--- src/rtl/mcu_pkg.sv ---
// rtl/mcu_pkg.sv - shared opcodes, state encodings and datapath-control encodings for the multicycle control unit
package mcu_pkg;

    localparam logic [6:0] OP_R      = 7'b0110011;
    localparam logic [6:0] OP_I      = 7'b0010011;
    localparam logic [6:0] OP_LOAD   = 7'b0000011;
    localparam logic [6:0] OP_STORE  = 7'b0100011;
    localparam logic [6:0] OP_BRANCH = 7'b1100011;
    localparam logic [6:0] OP_LUI    = 7'b0110111;
    localparam logic [6:0] OP_AUIPC  = 7'b0010111;
    localparam logic [6:0] OP_JAL    = 7'b1101111;
    localparam logic [6:0] OP_JALR   = 7'b1100111;

    typedef enum logic [2:0] {
        ST_FETCH     = 3'd0,
        ST_DECODE    = 3'd1,
        ST_EXECUTE   = 3'd2,
        ST_MEMORY    = 3'd3,
        ST_WRITEBACK = 3'd4,
        ST_TRAP      = 3'd5
    } state_e;

    typedef enum logic [3:0] {
        CLS_R, CLS_I, CLS_LOAD, CLS_STORE, CLS_BRANCH,
        CLS_LUI, CLS_AUIPC, CLS_JAL, CLS_JALR, CLS_NONE
    } iclass_e;

    localparam logic [1:0] ALU_ADD = 2'b00;
    localparam logic [1:0] ALU_BR  = 2'b01;
    localparam logic [1:0] ALU_R   = 2'b10;
    localparam logic [1:0] ALU_I   = 2'b11;

    localparam logic [1:0] PC_SEQ    = 2'b00;
    localparam logic [1:0] PC_TARGET = 2'b01;
    localparam logic [1:0] PC_JALR   = 2'b10;

    localparam logic [1:0] MTR_ALU = 2'b00;
    localparam logic [1:0] MTR_MEM = 2'b01;
    localparam logic [1:0] MTR_IMM = 2'b10;
    localparam logic [1:0] MTR_PC4 = 2'b11;

    localparam logic [2:0] IMM_I  = 3'b000;
    localparam logic [2:0] IMM_S  = 3'b001;
    localparam logic [2:0] IMM_B  = 3'b010;
    localparam logic [2:0] IMM_UJ = 3'b100;

endpackage

--- src/rtl/multicycle_control_unit_if.sv ---
// rtl/multicycle_control_unit_if.sv - instruction and data memory request/ready handshake bundle
interface multicycle_control_unit_if;
    logic imem_req;
    logic imem_ready;
    logic dmem_req;
    logic dmem_we;
    logic dmem_ready;

    modport master (
        output imem_req,
        input  imem_ready,
        output dmem_req,
        output dmem_we,
        input  dmem_ready
    );

    modport slave (
        input  imem_req,
        output imem_ready,
        input  dmem_req,
        input  dmem_we,
        output dmem_ready
    );
endinterface

--- src/rtl/mcu_decode.sv ---
// rtl/mcu_decode.sv - combinational opcode classifier with illegal-opcode flag
module mcu_decode
    import mcu_pkg::*;
(
    input  logic [6:0] opcode,
    output iclass_e    iclass,
    output logic       illegal
);
    always_comb begin
        iclass  = CLS_NONE;
        illegal = 1'b0;
        case (opcode)
            OP_R:      iclass = CLS_R;
            OP_I:      iclass = CLS_I;
            OP_LOAD:   iclass = CLS_LOAD;
            OP_STORE:  iclass = CLS_STORE;
            OP_BRANCH: iclass = CLS_BRANCH;
            OP_LUI:    iclass = CLS_LUI;
            OP_AUIPC:  iclass = CLS_AUIPC;
            OP_JAL:    iclass = CLS_JAL;
            OP_JALR:   iclass = CLS_JALR;
            default:   illegal = 1'b1;
        endcase
    end
endmodule

--- src/rtl/multicycle_control_unit.sv ---
// rtl/multicycle_control_unit.sv - multicycle control FSM with timed memory handshakes; MCU_TRAP_EN enables the TRAP state
module multicycle_control_unit
    import mcu_pkg::*;
#(
    parameter int TIMEOUT_CYCLES = 16,
    parameter int CNT_W          = 8
) (
    input  logic                             clk,
    input  logic                             rst_n,
    input  logic [6:0]                       opcode,
    input  logic                             branch_taken,
    multicycle_control_unit_if.master        mem,
    output logic                             IR_Write,
    output logic                             PC_Write,
    output logic                             A_Sel,
    output logic                             B_Sel,
    output logic [1:0]                       ALU_Op,
    output logic [1:0]                       PcSrc,
    output logic                             RegWrite,
    output logic                             MemWrite,
    output logic [1:0]                       MemtoReg,
    output logic [2:0]                       ImmSrc,
    output logic [2:0]                       state_o,
    output logic                             mem_timeout,
    output logic                             trap
);
    state_e           state_q, state_d;
    logic [CNT_W-1:0] cnt_q, cnt_d;
    logic             timeout_q, timeout_d;
    iclass_e          iclass;
    logic             illegal;
    logic             req_now, ready_now, timeout_hit, is_store;

    mcu_decode u_decode (
        .opcode  (opcode),
        .iclass  (iclass),
        .illegal (illegal)
    );

    assign is_store = (iclass == CLS_STORE);

    // Ready is only meaningful for the handshake owned by the current state.
    always_comb begin
        req_now     = (state_q == ST_FETCH) || (state_q == ST_MEMORY);
        ready_now   = (state_q == ST_FETCH)  ? mem.imem_ready :
                      (state_q == ST_MEMORY) ? mem.dmem_ready : 1'b0;
        timeout_hit = req_now && !ready_now && (cnt_q == CNT_W'(TIMEOUT_CYCLES - 1));
    end

    always_comb begin
        state_d = state_q;
        case (state_q)
            ST_FETCH:     if (ready_now) state_d = ST_DECODE;
`ifdef MCU_TRAP_EN
            ST_DECODE:    state_d = illegal ? ST_TRAP : ST_EXECUTE;
`else
            ST_DECODE:    state_d = illegal ? ST_FETCH : ST_EXECUTE;
`endif
            ST_EXECUTE: begin
                case (iclass)
                    CLS_LOAD, CLS_STORE: state_d = ST_MEMORY;
                    CLS_BRANCH:          state_d = ST_FETCH;
                    default:             state_d = ST_WRITEBACK;
                endcase
            end
            ST_MEMORY:    if (ready_now) state_d = is_store ? ST_FETCH : ST_WRITEBACK;
            ST_WRITEBACK: state_d = ST_FETCH;
            ST_TRAP:      state_d = ST_TRAP;
            default:      state_d = ST_FETCH;
        endcase
`ifdef MCU_TRAP_EN
        if (timeout_hit) state_d = ST_TRAP;
`endif
    end

    // Counter saturates at the timeout point so a long wait cannot wrap.
    always_comb begin
        cnt_d = cnt_q;
        if (req_now && !ready_now && (cnt_q != CNT_W'(TIMEOUT_CYCLES - 1)))
            cnt_d = cnt_q + CNT_W'(1);
        if ((state_d != state_q) && ((state_d == ST_FETCH) || (state_d == ST_MEMORY)))
            cnt_d = '0;
        timeout_d = timeout_q | timeout_hit;
    end

    always_ff @(posedge clk or negedge rst_n) begin
        if (!rst_n) begin
            state_q   <= ST_FETCH;
            cnt_q     <= '0;
            timeout_q <= 1'b0;
        end else begin
            state_q   <= state_d;
            cnt_q     <= cnt_d;
            timeout_q <= timeout_d;
        end
    end

    always_comb begin
        mem.imem_req = 1'b0;
        mem.dmem_req = 1'b0;
        mem.dmem_we  = 1'b0;
        IR_Write     = 1'b0;
        PC_Write     = 1'b0;
        A_Sel        = 1'b0;
        B_Sel        = 1'b0;
        ALU_Op       = ALU_ADD;
        PcSrc        = PC_SEQ;
        RegWrite     = 1'b0;
        MemWrite     = 1'b0;
        MemtoReg     = MTR_ALU;
        ImmSrc       = IMM_I;
        if (rst_n) begin
            case (state_q)
                ST_FETCH: begin
                    mem.imem_req = 1'b1;
                    IR_Write     = mem.imem_ready;
                end
`ifndef MCU_TRAP_EN
                ST_DECODE: PC_Write = illegal;
`endif
                ST_EXECUTE: begin
                    A_Sel = (iclass == CLS_AUIPC) || (iclass == CLS_JAL);
                    B_Sel = (iclass != CLS_R) && (iclass != CLS_BRANCH);
                    case (iclass)
                        CLS_R:      ALU_Op = ALU_R;
                        CLS_I:      ALU_Op = ALU_I;
                        CLS_BRANCH: ALU_Op = ALU_BR;
                        default:    ALU_Op = ALU_ADD;
                    endcase
                    case (iclass)
                        CLS_STORE:                   ImmSrc = IMM_S;
                        CLS_BRANCH:                  ImmSrc = IMM_B;
                        CLS_LUI, CLS_AUIPC, CLS_JAL: ImmSrc = IMM_UJ;
                        default:                     ImmSrc = IMM_I;
                    endcase
                    if (iclass == CLS_BRANCH) begin
                        PC_Write = 1'b1;
                        PcSrc    = branch_taken ? PC_TARGET : PC_SEQ;
                    end
                end
                ST_MEMORY: begin
                    mem.dmem_req = 1'b1;
                    mem.dmem_we  = is_store;
                    MemWrite     = is_store;
                    PC_Write     = is_store && mem.dmem_ready;
                end
                ST_WRITEBACK: begin
                    RegWrite = 1'b1;
                    PC_Write = 1'b1;
                    case (iclass)
                        CLS_LOAD:          MemtoReg = MTR_MEM;
                        CLS_LUI:           MemtoReg = MTR_IMM;
                        CLS_JAL, CLS_JALR: MemtoReg = MTR_PC4;
                        default:           MemtoReg = MTR_ALU;
                    endcase
                    PcSrc = (iclass == CLS_JALR) ? PC_JALR :
                            (iclass == CLS_JAL)  ? PC_TARGET : PC_SEQ;
                end
                default: ;
            endcase
        end
    end

    assign state_o     = state_q;
    assign mem_timeout = timeout_q;
`ifdef MCU_TRAP_EN
    assign trap = rst_n && (state_q == ST_TRAP);
`else
    assign trap = 1'b0;
`endif
endmodule

--- src/flat_wrapper.sv ---
// flat-port wrapper written by rule: the top's interface ports become plain ports
module multicycle_control_unit_flat import mcu_pkg::*;
#(
    parameter int TIMEOUT_CYCLES = 16,
    parameter int CNT_W          = 8
)
  (clk, rst_n, opcode, branch_taken, IR_Write, PC_Write, A_Sel, B_Sel, ALU_Op, PcSrc, RegWrite, MemWrite, MemtoReg, ImmSrc, state_o, mem_timeout, trap, mem_imem_req, mem_imem_ready, mem_dmem_req, mem_dmem_we, mem_dmem_ready);
  multicycle_control_unit_if mem_i ();
  input  logic clk;
  input  logic rst_n;
  input  logic [6:0] opcode;
  input  logic branch_taken;
  output logic IR_Write;
  output logic PC_Write;
  output logic A_Sel;
  output logic B_Sel;
  output logic [1:0] ALU_Op;
  output logic [1:0] PcSrc;
  output logic RegWrite;
  output logic MemWrite;
  output logic [1:0] MemtoReg;
  output logic [2:0] ImmSrc;
  output logic [2:0] state_o;
  output logic mem_timeout;
  output logic trap;
  output wire logic [$bits(mem_i.imem_req)-1:0] mem_imem_req;
  input wire logic [$bits(mem_i.imem_ready)-1:0] mem_imem_ready;
  output wire logic [$bits(mem_i.dmem_req)-1:0] mem_dmem_req;
  output wire logic [$bits(mem_i.dmem_we)-1:0] mem_dmem_we;
  input wire logic [$bits(mem_i.dmem_ready)-1:0] mem_dmem_ready;
  assign mem_imem_req = mem_i.imem_req;
  assign mem_i.imem_ready = mem_imem_ready;
  assign mem_dmem_req = mem_i.dmem_req;
  assign mem_dmem_we = mem_i.dmem_we;
  assign mem_i.dmem_ready = mem_dmem_ready;
  multicycle_control_unit #(.TIMEOUT_CYCLES(TIMEOUT_CYCLES), .CNT_W(CNT_W)) u_core (.clk(clk), .rst_n(rst_n), .opcode(opcode), .branch_taken(branch_taken), .mem(mem_i), .IR_Write(IR_Write), .PC_Write(PC_Write), .A_Sel(A_Sel), .B_Sel(B_Sel), .ALU_Op(ALU_Op), .PcSrc(PcSrc), .RegWrite(RegWrite), .MemWrite(MemWrite), .MemtoReg(MemtoReg), .ImmSrc(ImmSrc), .state_o(state_o), .mem_timeout(mem_timeout), .trap(trap));
endmodule
--- config.mk ---
export PLATFORM = sky130hd
export DESIGN_NAME = multicycle_control_unit_flat
export DESIGN_NICKNAME = d
export VERILOG_FILES = /design/src/rtl/mcu_pkg.sv /design/src/rtl/multicycle_control_unit_if.sv /design/src/rtl/mcu_decode.sv /design/src/rtl/multicycle_control_unit.sv /design/src/flat_wrapper.sv
export SDC_FILE = /design/constraint.sdc
export NUM_CORES = 1
export LEC_CHECK = 0
export BUFFER_PORTS_ARGS = -buffer_cell sky130_fd_sc_hd__buf_2
export CORE_MARGIN = 2
export CORE_UTILIZATION = 50
export DETAILED_ROUTE_END_ITERATION = 8
export HOLD_SLACK_MARGIN = 0.12
export PLACE_DENSITY = 0.79
export REMOVE_ABC_BUFFERS = 1
export SYNTH_ARGS = -nofsm -noshare
export SYNTH_HDL_FRONTEND = slang
export SYNTH_SLANG_ARGS = --single-unit
--- constraint.sdc ---
create_clock -name clk -period 2.6 [get_ports clk]
set_clock_uncertainty 0.05 [all_clocks]
set_input_delay 0.26 -clock clk [delete_from_list [all_inputs] [get_ports clk]]
set_output_delay 0.26 -clock clk [all_outputs]
set_load 0.01 [all_outputs]
==> key figures <==
Outcome
  • Status: completed

Clock network
  • Reg clk slew, reported paths: ~0.090 ns
  • Clock tree root buffer cell: clkbuf_4
  • CTS tree: built
  • H-tree levels: 1
  • Max clock buf depth: 2
  • CTS buffer count: 3
  • Clock sink total: 12
  • Worst-Skew Late Latency: approximately 0.28 ns

Route
  • Routed wire length: between 2000 and 3000 µm
  • Post-DR vias/cell: between 6 and 7
  • DRT Pass-1 Iters: 4
  • Via Count: about 1.3k
  • DR WL/cell: 14.31 µm
  • Drt drc: 0
  • Final ANT Viol Nets: 0
  • DR iter-0 viols: between 40 and 50

Power and ir drop
  • Clock power frac: 0.298
  • Combinational cell fraction of total power: 0.279
  • Internal power consumption: ~0.35 mW
  • Sw Pwr: 0.1832 mW
  • Peak VDD IR: around 0.20 mV
  • Leak: 0.5845 nW
  • Total Power: 0.5309 mW
  • Switching Share: 0.3451
  • Pwr per Cell Area: 400.0 nW/µm²
  • Sequential share of power: 0.422

Place
  • Port Buffer Count: 33
  • Hpwl dp: around 2000 µm
  • Cells after DPL: 193
  • Final Wtd Congestion: between 0.9 and 1
  • Area after DPL: about 1300 µm²

Flow run
  • Max-cap violation count: 0

Timing
  • Final critical-path required period: between 2 and 2.5 ns
  • Worst slew pin tran: around 0.7 ns
  • Post-route setup TNS: 0 ns
  • RSZ-0062 raised after global routing: no
  • WHS: 0.3929 ns
  • Fmax: roughly 410 MHz
  • Final setup vio count: 0
  • Fin. Hold Viols: 0
  • Slew HR: 0.5297
  • Fin crit share: 0.9453
  • Max-slew violation count: 0

Synth
  • Post-synth EDFFs: 0
  • Post-synthesis async set-or-reset flop share: 1.000
  • Top post-synthesis cells by area: dfrtp_1 (27%), a32oi_1 (4.7%), nor2_1 (4.4%)
  • Synth warn: 0
  • Cell area after synthesis: 1120 µm²
  • Syn Inst Count: 140
  • Synth Flop Type: dfrtp_1
  • Post-synthesis sequential area ratio: 0.2682
  • #FFs+latches synth: 12
  • Top cells by count, synth: nor2_1 (13), dfrtp_1 (12), nand2_1 (9)
  • Yosys cell types: 46
  • Most frequent cell after synthesis: nor2_1
  • Post-Syn Area per Cell: 7.999 µm²
  • Yosys top cell area share: 0.2682
  • Largest area contributor in the netlist: dfrtp_1

Setup path
  • RR Endpoint: u_core.cnt_q[6]$_DFFE_PN0P_
  • Slowest Stage Delay on Critical Path: around 0.51 ns
  • Cells on worst reg2reg path: 4
  • R2r setup slk: between 0.4 and 0.5 ns
  • Worst r2r src: u_core.state_o[0]$_DFF_PN0_
  • Critical Path AT: 2.15 ns
  • Worst path most repeated cell: buf_2
  • Crit path max-delay cell type: dlygate4sd3_1
  • Startpoint types: input port
  • Critical path class: in2out
  • Worst-path fanout max: 5
  • Crit end category: primary output
  • Crit path cell chain: dlygate4sd3_1 > buf_2 > nand2b_1 > or3_1 > or4_1 > nor2_1 > buf_2
  • WP data required: approximately 2.3 ns

Finish
  • Layout fillers: 205
  • Layout cells sized above 1: 0.2941
  • Antenna Diode Count: 0
  • Fin area: 1328 µm²
  • Number of nets in the layout: approximately 180
  • Combined area of the multi-input logic cells: ~730 µm²
  • Area growth, synth to finish: 18.55%
  • Sequential cell area: 302.8 µm²
  • Layout Cells excl Fill: 198

Global route
  • Total gr overflow: 0
  • Largest net degree at the start of global routing: 15
  • All-Layer GR Usage: 0.2310
  • Vias in the first global route: ~1.0k
  • First-pass GRT wire length: 4588 µm
  • Initial antenna violation count: 0

Worst hold path
  • Hold Path Class: in2async

Die
  • Die width: between 50 and 60 µm
  • Die area: around 2600 µm²
  • Rows: 17
  • Initial core utilization: 0.5161
  • Die Height: around 50 µm
  • Num ports: 35
  • Core area: 2170 µm²
==> how the worst max path moves through the flow <==
stage	startpoint	to	slack (ns)
6_report	rst_n	ALU_Op[1]	0.14
5_1_grt	u_core.state_o[2]$_DFF_PN0_	ALU_Op[1]	0.02
4_1_cts	u_core.state_o[1]$_DFF_PN0_	ALU_Op[1]	0.12
3_5_place_dp	u_core.state_o[1]$_DFF_PN0_	ALU_Op[1]	0.45
3_3_place_gp	u_core.state_o[2]$_DFF_PN0_	ALU_Op[1]	0.47
2_1_floorplan	u_core.state_o[2]$_DFF_PN0_	PcSrc[0]	0.45
==> cell type report <==
| type | count | share of cell area |
|---|---|---|
| Timing Repair Buffer | 37 | 0.1489 |
| Inverter | 6 | 0.01697 |
| Multi-Input combinational cell | 111 | 0.5523 |
| Sequential cell | 12 | 0.2281 |
| Tap cell | 28 | 0.02639 |
| Clock buffer | 4 | 0.02733 |
==> kinds of logic (layout without fill, tap and decap cells) <==
kind of cell	count (synthesis)	in the layout	share of synthesized area
buffers and inverters	17	47	0.07708
xor gates and xnor gates	3	3	0.02347
and+or+nand+nor	65	65	0.3486
other	1	1	0.003349
adders and majority gates	1	1	0.01117
DFF	12	12	0.2682
AOI/OAI and AO/OA	40	40	0.2592
muxes	1	1	0.008939
==> flip-flops by register name (all words and copies together) (netlist names) <==
name                flops
u_core.state_o          3
u_core.cnt_q            8
u_core.mem_timeout      1
==> worst max-delay path, delay by kind of cell <==
kind	cells	cell delay [ns]
simple gates	4	1.12
buf+inv	3	0.75
==> layer usage <==
metal | vias up | GRT usage | wire (µm)
met5 | - | 0 | 0
met4 | 0 | 0.1009 | 55
li1 | 601 | - | -
met3 | 7 | 0.02924 | 187
met2 | 63 | 0.3939 | 1390
met1 | 581 | 0.2917 | 1200
==> power groups by stage <==
stage          combinational, mW  sequential, mW  clock [mW]
6_report                   0.148           0.224       0.158
5_1_grt                    0.165           0.226       0.167
4_1_cts                    0.147           0.223       0.158
3_5_place_dp               0.145           0.227           0
3_3_place_gp               0.139           0.225           0
2_1_floorplan             0.0887           0.224           0
==> layout by cell type, fill, tap and decap left out, types with 5 or more instances in the layout <==
cell type,n
inv_1,6
buf_2,33
nor2_1,13
a32oi_1,6
or4_1,5
a31oi_1,5
o21ai_0,7
a21oi_1,7
nand2_1,9
dfrtp_1,10
==> through the flow <==
stage               setup slack, ns    util
floorplan                    0.4495       -
global route                0.01858  0.6119
finish                       0.1423  0.6119
global placement             0.4654  0.5894
detailed placement           0.4465  0.5894
CTS                          0.1191  0.6107
==> timing repair <==
action / 4_1_cts / 5_1_grt
endpoints found under the hold margin: 12 / 0
setup buffers: 0 / 0
endpoints found under the setup margin: 0 / 1
gates resized for setup: 0 / 2
hold buffers: 1 / 0
(Power assumes the default switching activity.)
